===== src/rtl/game_state_ctl.sv =====
// Game sequencer: MENU/GAME/GAME_OVER control, hit gating through an invulnerability
// window, and frame-based attack scheduling. Define ATTACK_RANDOM_EN for LFSR attack order.
module game_state_ctl #(
  parameter int N_ATTACKS       = 4,
  parameter int ATK_W           = 2,
  parameter int ATTACK_FRAMES   = 600,
  parameter int INVULN_FRAMES   = 60,
  parameter int GAMEOVER_FRAMES = 180
) (
  input  logic             pclk,
  input  logic             rst,
  input  logic             vsync_in,
  input  logic             game_btn,
  input  logic             menu_btn,
  input  logic             player_hit,
  input  logic             hp_empty,
  input  logic             attack_done,
  output logic             game_on,
  output logic             menu_on,
  output logic             game_over_flag,
  output logic             hit_out,
  output logic             invuln,
  output logic [ATK_W-1:0] attack_sel,
  output logic             attack_start,
  output logic [1:0]       state_out
);

  localparam int FC_W = (ATTACK_FRAMES > 1) ? $clog2(ATTACK_FRAMES) : 1;
  localparam int IV_W = (INVULN_FRAMES > 0) ? $clog2(INVULN_FRAMES + 1) : 1;
  localparam int GO_W = (GAMEOVER_FRAMES > 1) ? $clog2(GAMEOVER_FRAMES) : 1;

  localparam logic [FC_W-1:0]  FRAME_LAST = FC_W'(ATTACK_FRAMES - 1);
  localparam logic [IV_W-1:0]  INV_LOAD   = IV_W'(INVULN_FRAMES);
  localparam logic [GO_W-1:0]  GO_LAST    = GO_W'(GAMEOVER_FRAMES - 1);
  localparam logic [ATK_W-1:0] ATK_LAST   = ATK_W'(N_ATTACKS - 1);

  typedef enum logic [1:0] {
    S_MENU = 2'b00,
    S_GAME = 2'b01,
    S_OVER = 2'b10
  } state_t;

  state_t           state_q, state_d;
  logic             vsync_q, game_btn_q, menu_btn_q;
  logic [ATK_W-1:0] attack_sel_q, attack_sel_d;
  logic [FC_W-1:0]  frame_cnt_q, frame_cnt_d;
  logic [IV_W-1:0]  inv_cnt_q, inv_cnt_d;
  logic [GO_W-1:0]  go_cnt_q, go_cnt_d;
  logic             hit_out_q, hit_out_d;
  logic             attack_start_q, attack_start_d;

  logic             frame_tick, game_edge, menu_edge;
  logic             advance;
  logic [ATK_W-1:0] sel_inc, next_sel;

  // Button regs reset high so a button already held when reset releases never fires.
  assign frame_tick = vsync_in & ~vsync_q;
  assign game_edge  = game_btn & ~game_btn_q;
  assign menu_edge  = menu_btn & ~menu_btn_q;

  assign sel_inc = (attack_sel_q == ATK_LAST) ? '0 : attack_sel_q + ATK_W'(1);

`ifdef ATTACK_RANDOM_EN
  logic [7:0]       lfsr_q;
  logic             lfsr_fb;
  logic [ATK_W-1:0] rand_sel;

  // x^8 + x^6 + x^5 + x^4 + 1, free-running so the pick depends on when the advance lands.
  assign lfsr_fb  = lfsr_q[7] ^ lfsr_q[5] ^ lfsr_q[4] ^ lfsr_q[3];
  assign rand_sel = lfsr_q[ATK_W-1:0];
  assign next_sel = (rand_sel == attack_sel_q) ? sel_inc : rand_sel;

  always_ff @(posedge pclk) begin
    if (rst) lfsr_q <= 8'hA5;
    else     lfsr_q <= {lfsr_q[6:0], lfsr_fb};
  end
`else
  assign next_sel = sel_inc;
`endif

  assign advance = attack_done | (frame_tick & (frame_cnt_q == FRAME_LAST));

  always_ff @(posedge pclk) begin
    if (rst) begin
      state_q        <= S_MENU;
      vsync_q        <= 1'b0;
      game_btn_q     <= 1'b1;
      menu_btn_q     <= 1'b1;
      attack_sel_q   <= '0;
      frame_cnt_q    <= '0;
      inv_cnt_q      <= '0;
      go_cnt_q       <= '0;
      hit_out_q      <= 1'b0;
      attack_start_q <= 1'b0;
    end else begin
      state_q        <= state_d;
      vsync_q        <= vsync_in;
      game_btn_q     <= game_btn;
      menu_btn_q     <= menu_btn;
      attack_sel_q   <= attack_sel_d;
      frame_cnt_q    <= frame_cnt_d;
      inv_cnt_q      <= inv_cnt_d;
      go_cnt_q       <= go_cnt_d;
      hit_out_q      <= hit_out_d;
      attack_start_q <= attack_start_d;
    end
  end

  always_comb begin
    state_d        = state_q;
    attack_sel_d   = attack_sel_q;
    frame_cnt_d    = frame_cnt_q;
    inv_cnt_d      = inv_cnt_q;
    go_cnt_d       = go_cnt_q;
    hit_out_d      = 1'b0;
    attack_start_d = 1'b0;

    unique case (state_q)
      S_MENU: begin
        if (game_edge) begin
          state_d        = S_GAME;
          attack_sel_d   = '0;
          frame_cnt_d    = '0;
          inv_cnt_d      = '0;
          attack_start_d = 1'b1;
        end
      end

      S_GAME: begin
        if (hp_empty) begin
          state_d     = S_OVER;
          frame_cnt_d = '0;
          inv_cnt_d   = '0;
          go_cnt_d    = '0;
        end else if (menu_edge) begin
          state_d     = S_MENU;
          frame_cnt_d = '0;
          inv_cnt_d   = '0;
        end else begin
          if (advance) begin
            attack_sel_d   = next_sel;
            frame_cnt_d    = '0;
            attack_start_d = 1'b1;
          end else if (frame_tick) begin
            frame_cnt_d = frame_cnt_q + FC_W'(1);
          end
          // A hit that reloads the window wins over a same-cycle decrement.
          if (player_hit && (inv_cnt_q == '0)) begin
            hit_out_d = 1'b1;
            inv_cnt_d = INV_LOAD;
          end else if (frame_tick && (inv_cnt_q != '0)) begin
            inv_cnt_d = inv_cnt_q - IV_W'(1);
          end
        end
      end

      S_OVER: begin
        if (menu_edge) begin
          state_d = S_MENU;
        end else if (frame_tick) begin
          if (go_cnt_q == GO_LAST) state_d = S_MENU;
          else                     go_cnt_d = go_cnt_q + GO_W'(1);
        end
      end

      default: state_d = S_MENU;
    endcase
  end

  assign game_on        = (state_q == S_GAME);
  assign menu_on        = (state_q == S_MENU);
  assign game_over_flag = (state_q == S_OVER);
  assign hit_out        = hit_out_q;
  assign invuln         = (inv_cnt_q != '0);
  assign attack_sel     = attack_sel_q;
  assign attack_start   = attack_start_q;
  assign state_out      = state_q;

endmodule


===== config.mk =====
export PLATFORM = sky130hd
export DESIGN_NAME = game_state_ctl
export DESIGN_NICKNAME = d
export VERILOG_FILES = /design/src/rtl/game_state_ctl.sv
export SDC_FILE = /design/constraint.sdc
export NUM_CORES = 1
export LEC_CHECK = 0
export BUFFER_PORTS_ARGS = -buffer_cell sky130_fd_sc_hd__buf_4
export CORE_UTILIZATION = 45
export CTS_BUF_LIST = sky130_fd_sc_hd__clkbuf_4 sky130_fd_sc_hd__clkbuf_8
export CTS_CLUSTER_DIAMETER = 50
export DETAILED_ROUTE_END_ITERATION = 10
export PLACE_DENSITY_LB_ADDON = 0.25
export REMOVE_ABC_BUFFERS = 1
export SLEW_MARGIN = 0
export SYNTH_ARGS = -nofsm -noshare
export SYNTH_HDL_FRONTEND = slang
export SYNTH_SLANG_ARGS = --single-unit

===== constraint.sdc =====
create_clock -name pclk -period 2.1 [get_ports pclk]
set_input_delay 0.42 -clock pclk [delete_from_list [all_inputs] [get_ports pclk]]
set_output_delay 0.42 -clock pclk [all_outputs]
set_load 0.01 [all_outputs]

==> results <==
- At the end of routability-driven placement, the weighted congestion stood at 0.8157.
- The core region is roughly 3700 um2.
- The number of clock sinks is 33.
- The sequential cell fraction of total power is between 40% and 50%.
- For this run, design rule violations remaining after detail routing come to 0.
- The analysis attributes to cell leakage a power of ~0.8 nW.
- Entering global routing, the biggest net connects 18 pins.
- In the final layout, the share of cells above drive strength 1 is a little under a quarter.
- The worst pin sits at a relative slew slack of between 70% and 80%.
- The maximum vdd drop is between 0.4 and 0.5 mV.
- The post-route total power is ~1.3 mW.
- Across the whole layout, storage elements account for 660.6 um2.
- The nature of the critical path startpoint is a register.
- The largest fanout on the critical path is 4.
- The total clock buffers created by CTS is 5.
- In this run the number of H-tree levels came out at 2.
- The capture point of the critical path is go_cnt_q[7]$_SDFFE_PP0P_.
- Summed over all nets, the half-perimeter wirelength after detailed placement is around 2.6 mm.
- The number of buffers on the longest clock path is 2.
- The area share of the leading cell type in the synthesized netlist is roughly two fifths.
- The critical path class is register to register.
- The mapped cell area is around 1700 um2.
- The count of flip-flops with a built-in enable after synthesis is 0.
- In the final timing run, aggregate negative setup slack is 0 ps.
- The end of the worst register-to-register path is go_cnt_q[7]$_SDFFE_PP0P_.
- For flop-to-flop paths, the worst setup slack is 150 ps.
- Using the TritonRoute via totals, the vias-per-cell ratio works out to between 5 and 6.
- 0 antenna diodes ended up in the layout.
- The global-route wire length before repair is approximately 6 mm.
- The min-delay analysis places its worst path in the category input port to register.
- The post-route minimum period is slightly below 2000 ps.
- Of the total power, the share spent switching nets is about 25%.
- TritonCTS built the clock tree.
- After detailed routing, the total wire length is 3.570 mm.
- At the worst endpoint, the required time is roughly 2300 ps.
- The clock-pin slew reported for the worst setup and hold paths after clock tree synthesis is roughly 60 ps.
- The placed instances occupy a cell area of 1961 um2.
- The largest area contributor in the netlist is dfxtp_1.
- The count of synthesis-stage warnings from yosys is 0.
- The first TritonRoute pass finished after 4 iterations.
- The power dissipated by switching net loads is about 0.34 mW.
- The share of total power dissipated in combinational logic is between 10% and 20%.
- The summed area of non-filler cells in the final layout is 2074 um2.
- The minimum hold slack is ~330 ps.
- The floorplan has 22 rows.
- The power per standard cell area is about 650 nW/um2.
- In the final routed layout, each cell accounts on average for ~13 um.
- The number of storage elements in the synthesis netlist is 33.
- Setup violations remaining at the end of the flow were counted as 0.
- Counting every instance in the synthesized netlist gives about 200.
- The horizontal die dimension is roughly 64 um.
- The count of placed standard cells in the final layout, fillers left out is between 200 and 300.
- The total count of hold-check failures in the final report is 0.
- The worst-case reg-to-reg path depth is 6.
- The part of the power in the clock network is 39.3%.
- The count of nets left with antenna violations once routing finished came out at 0.
- The peak clock frequency supported by timing is about 510 MHz.
- By area the synthesized netlist is led by dfxtp_1, nor2_1, o21ai_0, a21oi_1, ha_1.
- Once placement completed, the tool counted placed cells totaling about 270.
- Detailed routing inserted a total of 1,508 vias.
- The most used flip-flop cell after synthesis is dfxtp_1.
- From synthesis to final layout, the design area changed by 20.23%.
- In the finished design, the share of the clock period the worst path needs comes to between 90% and 100%.
- Yosys mapped the design onto between 50 and 60 distinct sky130hd cell types.
- STA classifies the critical path endpoint as a register.
- The transition time at the pin with the least slew margin is 421.4 ps.
- For the final database, setup skew stands at slightly above 5 ps.
- Global routing used between 10% and 20% of the available tracks.
- The max-slew violation count came to 0.
- The count of pins on the block boundary is 18.
- Input and output buffers added on the ports amount to 17.
- Sequential elements use about two fifths of the synthesized area.
- Across the run, the number of max-cap violations was 0.
- For this block, the initial DRC count from the detailed router was about 130.
- The number of antenna violations at the first check in global routing was 0.
- The worst register-to-register path begins at go_cnt_q[0]$_SDFFE_PP0P_.
- The effective utilization at floorplan is 47.13%.
- The internal power of the cells totals 1.004 mW.
- The flow ran to the end, and the final reports show no timing, DRC or antenna violations.
- After synthesis, the share of flip-flops with an asynchronous set or reset is 0%.
- The filler cell count in the final layout is 335.
- The overall die area is roughly 4000 um2.
- The root buffer cell chosen for the clock tree is clkbuf_8.
- The multi-input logic area is 1008 um2.
- At the end of the flow, the number of nets in the layout was approximately 240.
- In this run the worst setup path begins at go_cnt_q[0]$_SDFFE_PP0P_.
- The total overflow left after global routing is 0.
- The mean instance size in the synthesized netlist is 8.714 um2.
- The arrival time reported for the critical path endpoint is ~2100 ps.
- The die extent in y is 63.92 um.
- The post-cts hold buffer count is 0.
- The via count of the first global-routing pass is 1,338.
- The worst-skew pair later-pin latency is ~290 ps.
- Setup repair after global routing left no endpoint under its margin.
==> state kept, by name, summed over array words and instances, names as in the netlist <==
register	flops
attack_sel	2
attack_start	1
frame_cnt_q	10
game_btn_q	1
go_cnt_q	8
hit_out	1
inv_cnt_q	6
menu_btn_q	1
state_out	2
vsync_q	1
==> cells by family (layout without fill, tap and decap cells) <==
logic type / Yosys count / in the layout / synth area share [%]
adders and majority gates: 4 / 4 / 2.901
muxes: 2 / 2 / 1.233
buffers and inverters: 17 / 46 / 3.988
xor gates and xnor gates: 6 / 6 / 3.046
AOI/OAI and AO/OA: 46 / 46 / 19.65
and+or+nand+nor: 90 / 90 / 30.89
DFF: 33 / 33 / 38.29
==> power groups by stage <==
stage               Sequential, mW  Combinational (mW)  Clock [mW]
floorplan                    0.667              0.0909           0
finish                       0.656               0.158       0.528
global placement             0.670               0.152           0
global route                 0.657               0.174       0.576
detailed placement           0.670               0.154           0
CTS                          0.656               0.155       0.540
==> how the worst min path moves through the flow <==
stage	endpoint	start	depth (start not counted)	slack, ps
finish	game_btn_q$_SDFF_PP1_	game_btn	2	330
global route	game_btn_q$_SDFF_PP1_	game_btn	2	340
CTS	game_btn_q$_SDFF_PP1_	game_btn	2	330
detailed placement	attack_sel[1]$_SDFFE_PP0P_	attack_sel[1]$_SDFFE_PP0P_	2	480
global placement	attack_sel[1]$_SDFFE_PP0P_	attack_sel[1]$_SDFFE_PP0P_	2	480
floorplan	inv_cnt_q[1]$_SDFFE_PP0P_	inv_cnt_q[1]$_SDFFE_PP0P_	2	450
==> layer usage <==
metal	routed length (um)	GRT usage [%]	up-vias
li1	-	-	780
met1	1769	25.55	692
met2	1596	28.32	28
met3	125	4.821	8
met4	78	10.23	0
met5	0	0	-
==> layout make-up <==
type                       count  share of cell area [%]
clock inverter                 1                  0.2413
inverter                      11                   1.990
tap                           48                   2.895
sequential                    33                   31.85
clock buffer                   7                   4.644
multi-input combinational    148                   48.61
timing repair buffer          27                   9.771
==> cells in the mapped netlist, drive strengths merged (3+ instances only) <==
cell type  count
or3            4
nor2          19
o21ai         14
a21oi         10
or2            4
clkbuf         4
nand4          3
nor3b          5
xor2           5
nand3         10
o31ai          5
nor2b          4
inv           11
nand2b         6
and3           4
dfxtp         33
or4            5
nor3           6
nand2         11
ha             4
o2111ai        5
==> placed cells by master, fill, tap and decap left out, drive strengths merged, types with 4 or more instances in the layout <==
master,n
nand3,10
or4,5
and3,4
o21ai,14
nor2,19
dfxtp,33
clkbuf,7
o2111ai,5
o31ai,5
inv,11
a21oi,10
xor2,5
nand2,11
nor3,6
ha,4
or3,4
buf,27
nor3b,5
nand2b,6
nor2b,4
or2,4
==> worst max-delay path, cell delays in order, from the launching register on <==
cell and delay, ps:
dfxtp_1 350, ha_1 240, and3_1 240, a2111oi_4 330, o2111a_1 270, nand3_1 100
mux2_1 310
==> metrics by stage <==
stage               util (%)  worst slack [ps]
floorplan                  -             155.9
detailed placement     53.55             106.0
finish                 56.66             150.9
CTS                    56.32             94.59
global placement       53.55             120.3
global route           56.66             40.06
==> timing repair <==
| item | in CTS | in global routing |
|---|---|---|
| resized for setup | 0 | 4 |
| hold endpoints to repair | 0 | 0 |
| endpoints found under the setup margin | 0 | 3 |
| setup buffers | 0 | 0 |
Note: power is estimated with default switching activity, not from simulation.
